==> config.mk <==
export PLATFORM = sky130hd
export DESIGN_NAME = iter_divider
export DESIGN_NICKNAME = d
export VERILOG_FILES = /design/src/rtl/iter_divider_pkg.sv /design/src/rtl/iter_divider_div_step.sv /design/src/rtl/iter_divider.sv
export SDC_FILE = /design/constraint.sdc
export NUM_CORES = 1
export LEC_CHECK = 0
export CORE_AREA = 3 3 229 231
export CTS_BUF_LIST = sky130_fd_sc_hd__clkbuf_4 sky130_fd_sc_hd__clkbuf_8
export DETAILED_ROUTE_END_ITERATION = 7
export DIE_AREA = 0 0 232 234
export PLACE_DENSITY = 0.44
export SYNTH_ARGS = -nofsm -noshare
export SYNTH_HDL_FRONTEND = slang
export SYNTH_SLANG_ARGS = --single-unit
==> constraint.sdc <==
create_clock -name clk -period 9.9 [get_ports clk]
set_clock_uncertainty 0.1 [all_clocks]
set_input_delay 0.99 -clock clk [delete_from_list [all_inputs] [get_ports clk]]
set_output_delay 0.99 -clock clk [all_outputs]
set_load 0.005 [all_outputs]
==> src/rtl/iter_divider_pkg.sv <==
// Shared constants, state encoding and helpers for the iterative divider.
package iter_divider_pkg;

   localparam int DIV_W    = 32;
   localparam int DIV_ITER = 32;
   localparam int CNT_W    = $clog2(DIV_ITER);

   typedef enum logic [1:0] {
      DIV_IDLE = 2'd0,
      DIV_CALC = 2'd1,
      DIV_DONE = 2'd2
   } div_state_e;

   function automatic logic [DIV_W-1:0] abs_val(input logic [DIV_W-1:0] v);
      return v[DIV_W-1] ? -v : v;
   endfunction

endpackage

==> src/rtl/iter_divider_div_step.sv <==
// One radix-2 restoring iteration: shift in the next dividend bit, trial-subtract,
// keep the difference and shift a 1 into the quotient when it does not go negative.
module iter_divider_div_step
   import iter_divider_pkg::*;
#(
   parameter int W = DIV_W
) (
   input  logic [W-1:0] rem,
   input  logic [W-1:0] quo,
   input  logic [W-1:0] dvs,
   output logic [W-1:0] rem_next,
   output logic [W-1:0] quo_next
);

   logic [W:0] shifted;
   logic       fits;

   always_comb begin
      shifted = {rem, quo[W-1]};
      fits    = (shifted >= {1'b0, dvs});
      if (fits) begin
         rem_next = W'(shifted - {1'b0, dvs});
         quo_next = {quo[W-2:0], 1'b1};
      end else begin
         // The remainder stays below the divisor, so shifted[W] is zero here.
         rem_next = shifted[W-1:0];
         quo_next = {quo[W-2:0], 1'b0};
      end
   end

endmodule

==> src/rtl/iter_divider.sv <==
// Multi-cycle restoring divider: collects a dividend/divisor pair, iterates 32 cycles
// on magnitudes, then pulses {quotient, remainder} with MIPS sign rules for one cycle.
module iter_divider
   import iter_divider_pkg::*;
#(
   parameter bit SIGNED = 1'b1,
   parameter int W      = DIV_W
) (
   input  logic           clk,
   input  logic           reset,
   input  logic [W-1:0]   s_axis_dividend_tdata,
   input  logic           s_axis_dividend_tvalid,
   output logic           s_axis_dividend_tready,
   input  logic [W-1:0]   s_axis_divisor_tdata,
   input  logic           s_axis_divisor_tvalid,
   output logic           s_axis_divisor_tready,
   output logic [2*W-1:0] m_axis_dout_tdata,
   output logic           m_axis_dout_tvalid
);

   div_state_e state, state_next;

   logic             dvd_held, dvs_held;
   logic [W-1:0]     dvd_q, dvs_q;
   logic [W-1:0]     rem, quo, dvs_mag;
   logic             q_neg, r_neg;
   logic [CNT_W-1:0] cnt;

   logic             dvd_hs, dvs_hs, start;
   logic [W-1:0]     dvd_val, dvs_val;
   logic [W-1:0]     prep_dvd, prep_dvs;
   logic             prep_q_neg, prep_r_neg;
   logic [W-1:0]     rem_next, quo_next;
   logic [W-1:0]     q_fix, r_fix;

   // Handshake: a channel transfers on a rising edge where tvalid && tready; tready is
   // high only in IDLE while that channel holds no operand, and tvalid is never dropped.
   assign s_axis_dividend_tready = (state == DIV_IDLE) && !dvd_held;
   assign s_axis_divisor_tready  = (state == DIV_IDLE) && !dvs_held;
   assign dvd_hs = s_axis_dividend_tvalid && s_axis_dividend_tready;
   assign dvs_hs = s_axis_divisor_tvalid  && s_axis_divisor_tready;

   assign dvd_val = dvd_held ? dvd_q : s_axis_dividend_tdata;
   assign dvs_val = dvs_held ? dvs_q : s_axis_divisor_tdata;
   assign start   = (state == DIV_IDLE) && (dvd_held || dvd_hs) && (dvs_held || dvs_hs);

   always_comb begin
      prep_dvd   = dvd_val;
      prep_dvs   = dvs_val;
      prep_q_neg = 1'b0;
      prep_r_neg = 1'b0;
      // A zero divisor runs the raw dividend through unsigned iterations, which yields
      // an all-ones quotient and remainder equal to the dividend without any fix-up.
      if ((dvs_val != '0) && SIGNED) begin
         prep_dvd   = abs_val(dvd_val);
         prep_dvs   = abs_val(dvs_val);
         prep_q_neg = dvd_val[W-1] ^ dvs_val[W-1];
         prep_r_neg = dvd_val[W-1];
      end
   end

   iter_divider_div_step #(.W(W)) u_step (
      .rem      (rem),
      .quo      (quo),
      .dvs      (dvs_mag),
      .rem_next (rem_next),
      .quo_next (quo_next)
   );

   assign q_fix = q_neg ? -quo_next : quo_next;
   assign r_fix = r_neg ? -rem_next : rem_next;

   always_ff @(posedge clk or posedge reset) begin
      if (reset) state <= DIV_IDLE;
      else       state <= state_next;
   end

   always_comb begin
      state_next = state;
      case (state)
         DIV_IDLE: if (start) state_next = DIV_CALC;
         DIV_CALC: if (cnt == '0) state_next = DIV_DONE;
         DIV_DONE: state_next = DIV_IDLE;
         default:  state_next = DIV_IDLE;
      endcase
   end

   always_ff @(posedge clk or posedge reset) begin
      if (reset) begin
         dvd_held           <= 1'b0;
         dvs_held           <= 1'b0;
         dvd_q              <= '0;
         dvs_q              <= '0;
         rem                <= '0;
         quo                <= '0;
         dvs_mag            <= '0;
         q_neg              <= 1'b0;
         r_neg              <= 1'b0;
         cnt                <= '0;
         m_axis_dout_tdata  <= '0;
         m_axis_dout_tvalid <= 1'b0;
      end else begin
         case (state)
            DIV_IDLE: begin
               if (start) begin
                  dvd_held <= 1'b0;
                  dvs_held <= 1'b0;
                  rem      <= '0;
                  quo      <= prep_dvd;
                  dvs_mag  <= prep_dvs;
                  q_neg    <= prep_q_neg;
                  r_neg    <= prep_r_neg;
                  cnt      <= CNT_W'(DIV_ITER - 1);
               end else begin
                  if (dvd_hs) begin
                     dvd_q    <= s_axis_dividend_tdata;
                     dvd_held <= 1'b1;
                  end
                  if (dvs_hs) begin
                     dvs_q    <= s_axis_divisor_tdata;
                     dvs_held <= 1'b1;
                  end
               end
            end
            DIV_CALC: begin
               rem <= rem_next;
               quo <= quo_next;
               cnt <= cnt - 1'b1;
               if (cnt == '0) begin
                  m_axis_dout_tdata  <= {q_fix, r_fix};
                  m_axis_dout_tvalid <= 1'b1;
               end
            end
            DIV_DONE: m_axis_dout_tvalid <= 1'b0;
            default:  m_axis_dout_tvalid <= 1'b0;
         endcase
      end
   end

endmodule

# == Word-level counts from Yosys, hierarchy flattened ==
# Index checks and enable logic that the tools add are counted.
# classes
addsub,6
magnitude_cmp,1
n_eq_ne,3
n_mux,27
bitwise_logic,3
reduce_logical,25
# op_table
cell,n
32-bit 2-to-1 mux,11
32-bit negation,4
32-bit case mux with 2 select lines,2
33-bit by 32-bit greater-or-equal comparator with 1-bit output,1
32-bit nonzero test,1
32-bit subtractor,1
2-bit AND reduction,7
5-bit case mux with 2 select lines,1
1-bit 2-to-1 mux,8
1-bit logical AND,6
3-bit AND reduction,2
2-bit nonzero test,3
5-bit zero test,1
5-bit 2-to-1 mux,1
"5-bit by 1-bit subtractor with 5-bit output, second input constant",1
2-bit 2-to-1 mux,2
"2-bit inequality test, second input constant",2
2-bit case mux with 2 select lines,1
"2-bit by 1-bit equality test with 1-bit output, second input constant",1
1-bit zero test,2
2-bit zero test,1
1-bit logical OR,2
1-bit inverter,2
1-bit case mux with 2 select lines,1
1-bit XOR,1
# word_totals
regBits,236
inputBits,68
output_inout_bits,67
word_cells,78

# == Longest topological paths before layout ==
# Gate-level depths: netlist (run 1).
# depth
word_depth,8
mapped_depth,25
mapped_depth_nobuf,19

# == Modules after synthesis ==
# Synthesis (run 1) repeated with hierarchy kept, for this count alone.
# unflattened
hier_cells,1742
area_unflattened_um2,15670.0
# modules_own_cells
mod,n_inst,cells_each,area_each_um2,seq_area_each_um2
iter_divider,1,1387,13098.8,5905.7
iter_divider_div_step,1,355,2571.2,0.0

# == Worst setup path before layout (run 1) ==
# No wires, ideal clock.
# synth_path
kind,register to register
from,register rem[25]
to,register m_axis_dout_tdata[30]
setup_ns,0.083
arrival_ns,4.801
required_time_ns,9.717
setup_slack_ns,4.916
path_stages_with_launch,24
n_path_buf,6
period_less_slack_ns,4.984
path_cell_list,dfrtp_1 ha_1 buf_6 a211oi_2 o211ai_1 a311oi_2 o211ai_1 or2_1 buf_6 buf_2 buf_2 buf_4 buf_2 o21ai_0 ha_1 nand2_1 nor2_1 or4b_2 nor2_1 a211oi_1 nor3_1 a41oi_1 xnor2_1 o21ai_0
# synth_between
elab_chain_len,4
word_cells_on_any_way,5
classes_between,2 x add/sub; 1 x order compare; 2 x mux
# synth_rtl
element,line_no,text
start: declaration,iter_divider.sv:25,"logic [W-1:0] rem, quo, dvs_mag;"
start signal: assignment,iter_divider.sv:126,rem <= rem_next;
32-bit subtractor or 33-bit by 32-bit greater-or-equal comparator with 1-bit output (tied branches),"iter_divider_div_step.sv:22, iter_divider_div_step.sv:20",
32-bit 2-to-1 mux (*),iter_divider_div_step.sv:21,if (fits) begin
32-bit negation,iter_divider.sv:71,assign r_fix = r_neg ? -rem_next : rem_next;
32-bit 2-to-1 mux (*),iter_divider.sv:71,
end signal: assignment,iter_divider.sv:130,"m_axis_dout_tdata <= {q_fix, r_fix};"
end: declaration,iter_divider.sv:17,"output logic [2*W-1:0] m_axis_dout_tdata,"
# Every way passes the cells marked *; elsewhere a longest branch is shown, timed or not.
# A chain may end at the register's enable or synchronous reset.

# == Worst setup path after layout (run 1) ==
# Ends and elaborated chain as after synthesis.

==> impl_metrics.py, run 1 <==
metrics = {
    "status": {
        "outcome": "completed",
    },
    "global_routing": {
        "grt_max_degree": 131,
        "grt.total_usage_pct": 17.02,
        "grt_overflow": 0,
        "grt_pass1_vias": 12370,
        "antenna_found_initial": 1,
        "grt_pass1_wl_mm": 72.71,
    },
    "worst_setup_path": {
        "worstSetupPathType": "register to register",
        "worst-endpoint-arrival_ns": 5.47,
        "slowest_delay_ns": 0.62,
        "path_cells": "ha_1 > a211oi_2 > o211ai_1 > a311oi_2 > o211ai_1 > or2_2 > o21ai_0 > ha_1 > nand2_1 > nor2_1 > or4b_2 > nor2_1 > a211oi_1 > nor3_1 > a41oi_1 > xnor2_1 > o21ai_0",
        "critPathSlowestCell": "or4b_2",
        "cp.required_ns": 10.22,
        "start_kind": "register",
        "worstSetupEndpointType": "register",
        "critPathMaxFanout": 8,
    },
    "cts": {
        "insertion_delay_ns": 0.62,
        "clock_path_buffers": 3,
        "cts_sinks": 236,
        "post_cts_resized": 0,
        "htree_levels": 2,
        "tritoncts": "yes",
        "cts_made_buffers": 47,
        "post_cts_buffers": 0,
        "holdBufCountCts": 0,
        "cts-root-buf": "clkbuf_8",
        "clk_pin_slew_ns": 0.06,
    },
    "floorplanning": {
        "io_pins": 135,
        "die-area_um2": 54290,
        "row_count": 82,
        "start_util_pct": 30.06,
        "chipWidth_um": 232,
        "coreArea_um2": 50270,
        "fp.dieH_um": 234,
    },
    "yosys": {
        "synth_area_leaders": "dfrtp_1 (39%), o21ai_0 (7.5%), mux2i_1 (5.3%)",
        "synth_edf_count": 0,
        "synth_area_leader_cell": "dfrtp_1",
        "syn_area_um2": 15110,
        "synth_flop_cell": "dfrtp_1",
        "syn_area_per_cell_um2": 8.997,
        "netlist_instances": 1680,
        "ys_warn_count": 0,
        "synth_seq_cells": 236,
        "netlist.area_leader.share_pct": 39.07,
        "async_flop_share_pct": 100.0,
        "ys_seq_area_share_pct": 39.07,
        "syn_nets": 1787,
        "netlist-cell-type-count": 87,
    },
    "sta": {
        "timing.final.crit_share_pct": 52.01,
        "fmax_mhz": 194.2,
        "worst_slew_pin_slew_ns": 1.225,
        "finalSetupViolations": 0,
        "setup-tns-final_ns": 0,
        "rsz0062_at_grt": "no",
        "fin_crit_ns": 5.149,
        "hold_viol": 0,
        "drv_slew": 0,
        "slew_headroom_pct": 18.05,
    },
    "worst_hold_path": {
        "hold_class": "register to register",
    },
    "drt": {
        "wl_mm": 46.40,
        "wire_per_inst_um": 18.68,
        "ant_nets": 0,
        "drtIter0Drc": 799,
        "drc": 0,
        "vias": 12670,
        "dr.pass1.iters": 7,
        "vias_per_cell": 5.100,
    },
    "finish": {
        "layout.nets": 1889,
        "fill_cells": 5198,
        "area_delta_synth_final_pct": 18.96,
        "final_core_util_pct": 35.76,
        "final_layout_size_suffix_gt1_share_pct": 10.99,
    },
    "placed_design": {
        "portBuffers": 134,
        "place_congestion": 0.8873,
        "hpwl_mm": 34.35,
    },
    "flow_run": {
        "maxCapViolCount": 0,
    },
}
cell usage after synthesis, drive strengths merged, types with 7 or more instances:
library cell  number
dfrtp            236
o21ai            230
nand2            192
a21oi             84
mux2i             80
xor2              77
nor2              70
mux2              68
clkbuf            65
xnor2             61
inv               54
nor3              53
nand3             51
ha                38
buf               32
a22oi             23
and3              22
nand2b            17
nor3b             17
o31ai             16
a31oi             15
or3               15
o21a              13
nand4             12
a211oi            11
nor4               9
o211ai             9
o41ai              8
a21o               7
o221ai             7
area by class of cell:
class / instances / area (um^2) / share of cell area (%)
multi-input combinational: 1293 / 8608 / 47.88
sequential: 236 / 5908 / 32.86
timing repair buffer: 150 / 1461 / 8.128
clock buffer: 72 / 909.6 / 5.059
tap: 672 / 840.8 / 4.676
inverter: 54 / 212.7 / 1.183
clock inverter: 6 / 36.28 / 0.2018
antenna: 1 / 2.502 / 0.01392
per-stage QoR:
step	std cells	instance area [um^2]	hold WS, ns	setup slack (ns)
floorplan	1680	15110	0.3456	2.335
global placement	2405	17030	0.3609	4.919
detailed placement	2405	17030	0.3707	4.789
CTS	2483	17980	0.3826	4.754
global route	2483	17980	0.3929	4.375
finish	2484	17980	0.3757	4.751
worst max-delay path: cells and delay by family, from the launching register on:
family	cells	cell delay, ns
AO/OA/AOI/OAI	8	1.87
AND/OR/NAND/NOR	6	1.73
adder cells (fa/ha/maj)	2	0.71
flip-flops	1	0.39
XOR/XNOR	1	0.17
cells in the final DEF (no fill, tap or decap), drive strengths merged, types with 22 or more instances in the layout:
cell and n:
dfrtp 236, o21ai 230, nand2 192, clkdlybuf4s50 134
a21oi 84, mux2i 80, xor2 77, clkbuf 72
nor2 70, mux2 68, xnor2 61, inv 55
nor3 53, nand3 51, ha 38, a22oi 23
and3 22
path summary, 6_finish.rpt:
kind                                         end  slack [ns]                   from  cells after the start
hold reg to reg            m_axis_dout_tdata[51]        0.38  m_axis_dout_tdata[51]                      2
min in group asynchronous  m_axis_dout_tdata[47]        0.82                  reset                      2
hold / removal             m_axis_dout_tdata[51]        0.38  m_axis_dout_tdata[51]                      2
setup reg to reg           m_axis_dout_tdata[30]        4.75                rem[25]                     17
max in group asynchronous               dvd_held        7.32                  reset                      3
setup / recovery           m_axis_dout_tdata[30]        4.75                rem[25]                     17
per-layer routing:
metal	GRT usage, %	vias up	routed length [um]
li1	-	6265	-
met1	25.70	6048	23740
met2	25.13	290	19500
met3	2.928	66	2344
met4	4.047	0	814
met5	0	-	0
registers in the layout, summed over array words and instances (netlist names):
register,cells
cnt,5
dvd_held,1
dvd_q,32
dvs_held,1
dvs_mag,32
dvs_q,32
m_axis_dout_tdata,64
m_axis_dout_tvalid,1
q_neg,1
quo,32
r_neg,1
rem,32
state,2
logic make-up (layout without fill, tap and decap cells):
kind of cell	after synthesis	count (layout)	share of synthesized area, %
and+or+nand+nor	502	502	16.34
buffers and inverters	151	282	4.156
muxes	148	148	10.36
adders and majority gates	39	39	3.278
DFF	236	236	39.07
AOI/OAI and AO/OA	466	466	18.79
xor gates and xnor gates	138	138	7.997
other	0	1	0
Power of run 1 is not shown: default switching activity piles up to over one toggle a cycle in this logic, so the estimate is an artifact.
==> run 2, diff against run 1 <==
==> constraint.sdc (replaced) <==
create_clock -name clk -period 5.3 [get_ports clk]
set_clock_uncertainty 0.1 [all_clocks]
set_input_delay 0.53 -clock clk [delete_from_list [all_inputs] [get_ports clk]]
set_output_delay 0.53 -clock clk [all_outputs]
set_load 0.005 [all_outputs]
==> run 2 against run 1 <==
Worst hold slack got worse by 0.28 ns. Core utilization grew 0.68 points. Global-route usage about the same. Wire length grew 1.0%. Die area stayed put. Critical endpoint is now m_axis_dout_tdata[28].
==> impl_metrics.py, run 2 (synthesis results as in run 1) <==
metrics = {
    "worst_setup_path": {
        "critPathMaxFanout": 9,
        "reg2reg_from": "rem[17]",
        "critPathSlowestCell": "or4b_2",
        "crit_start": "rem[17]",
        "path_cells": "ha_1 > a21oi_1 > o21ai_0 > a21oi_1 > o211ai_1 > or2_2 > mux2i_1 > ha_1 > nand2_1 > nor2_1 > or4b_2 > nor2_1 > a31oi_1 > nor3_1 > a31oi_1 > xor2_1 > o21ai_0",
        "slowest_delay_ns": 0.62,
        "start_kind": "register",
        "worstSetupPathType": "register to register",
        "worstSetupEndpointType": "register",
        "reg2reg_depth": 17,
        "worst-endpoint-arrival_ns": 5.37,
        "cp.required_ns": 5.73,
    },
    "finish": {
        "multiInputGateArea_um2": 8608,
        "fill_cells": 5241,
        "final_layout_size_suffix_gt1_share_pct": 12.25,
        "top_register": "m_axis_dout_tdata",
        "largest_reg_flops": 64,
        "area_delta_synth_final_pct": 21.22,
        "layout.nets": 1905,
        "final_common_cell": "dfrtp_1",
        "register_area_um2": 5908,
        "most-common-layout-cells": "dfrtp_1 (234), o21ai_0 (226), nand2_1 (190), clkdlybuf4s50_1 (134), a21oi_1 (83)",
    },
    "cts": {
        "clk_pin_slew_ns": 0.06,
        "post_cts_resized": 0,
        "holdBufCountCts": 0,
        "insertion_delay_ns": 0.64,
        "cts_sinks": 236,
        "tritoncts": "yes",
        "htree_levels": 2,
        "cts_made_buffers": 47,
        "post_cts_buffers": 0,
        "clock_path_buffers": 3,
        "cts-root-buf": "clkbuf_8",
    },
    "sta": {
        "setup-tns-final_ns": 0,
        "timing.final.crit_share_pct": 93.11,
        "drv_slew": 0,
        "slew_headroom_pct": 26.92,
        "hold_viol": 0,
        "layout_setup_ws_ns": 0.3650,
        "worst_slew_pin_slew_ns": 1.092,
        "fmax_mhz": 202.6,
        "fin_crit_ns": 4.935,
        "rsz0062_at_grt": "no",
        "finalSetupViolations": 0,
    },
    "drt": {
        "drtIter0Drc": 811,
        "dr.pass1.iters": 6,
        "highest_layer": "met4",
        "wl_met3_mm": 2.650,
        "vias_per_cell": 5.110,
        "ant_nets": 0,
        "m1WireLength_mm": 23.48,
        "drc": 0,
        "wire_per_inst_um": 18.68,
        "vias": 12830,
        "wl_mm": 46.89,
        "met2_length_mm": 19.66,
    },
    "floorplanning": {
        "die-area_um2": 54290,
        "fp.dieH_um": 234,
        "coreArea_um2": 50270,
        "start_util_pct": 30.06,
        "io_pins": 135,
        "chipWidth_um": 232,
        "row_count": 82,
    },
    "placed_design": {
        "hpwl_mm": 35.16,
        "place_congestion": 0.8749,
        "portBuffers": 134,
        "post-place-ws_ns": 0.4061,
    },
    "global_routing": {
        "grt_pass1_vias": 12430,
        "grt.total_usage_pct": 17.05,
        "grt_pass1_wl_mm": 72.70,
        "antenna_found_initial": 1,
        "grt_max_degree": 122,
        "grt_overflow": 0,
    },
    "status": {
        "outcome": "completed",
    },
    "worst_hold_path": {
        "hold_class": "input pin to async pin",
    },
    "flow_run": {
        "maxCapViolCount": 0,
    },
}
-- run 2: cell count changes in the layout (fill, tap and decap cells not counted) --
cell,change
buf_12,+2
buf_4,+14
bufinv_16,+4
clkbuf_4,-2
clkbuf_8,+5
clkinv_2,+1
clkinv_8,+1
clkinvlp_4,+2
inv_6,+1
inv_8,-2
-- run 2: stage by stage --
| step | util (%) | std cells | hold WS (ns) | cell area [um^2] |
|---|---|---|---|---|
| 2_1_floorplan | - | 1680 | 0.3456 | 15120 |
| 3_3_place_gp | 34.16 | 2421 | 0.3637 | 17170 |
| 3_5_place_dp | 34.16 | 2421 | 0.3692 | 17170 |
| 4_1_cts | 36.44 | 2509 | 0.03917 | 18320 |
| 5_1_grt | 36.44 | 2510 | 0.08178 | 18320 |
| 6_report | 36.44 | 2510 | 0.09506 | 18320 |
-- run 2: worst max-delay path: cells and delay by family (launching register included) --
kind,cells,cell delay [ns]
compound gates,7,1.55
mux,1,0.32
flops,1,0.41
simple gates,6,1.58
xor+xnor,1,0.16
fa+ha+maj,2,0.71
-- run 2: final timing paths --
check	endpoint	slack (ns)
setup / recovery	m_axis_dout_tdata[28]	0.37
hold / removal	m_axis_dout_tdata[42]	0.1
setup reg to reg	m_axis_dout_tdata[28]	0.37
hold reg to reg	dvs_mag[17]	0.37
max in group asynchronous	rem[19]	3.77
min in group clk	dvs_mag[17]	0.37
-- run 2: layout make-up --
cell class              instances  share of cell area (%)
clock buffers                  75                   5.258
flip-flops and latches        236                   32.25
clock inverters                13                  0.9971
repair buffers                166                   8.769
inverters                      54                   1.140
well taps                     672                   4.589
multi-input cells            1293                   46.98
diodes                          1                 0.01366
-- run 2: routing by layer --
metal	up-vias	track usage (%)
met5	-	0
met1	6116	25.33
met3	74	3.328
met4	0	4.880
li1	6308	-
met2	328	24.98
Power of run 2 is left out for the same reason.
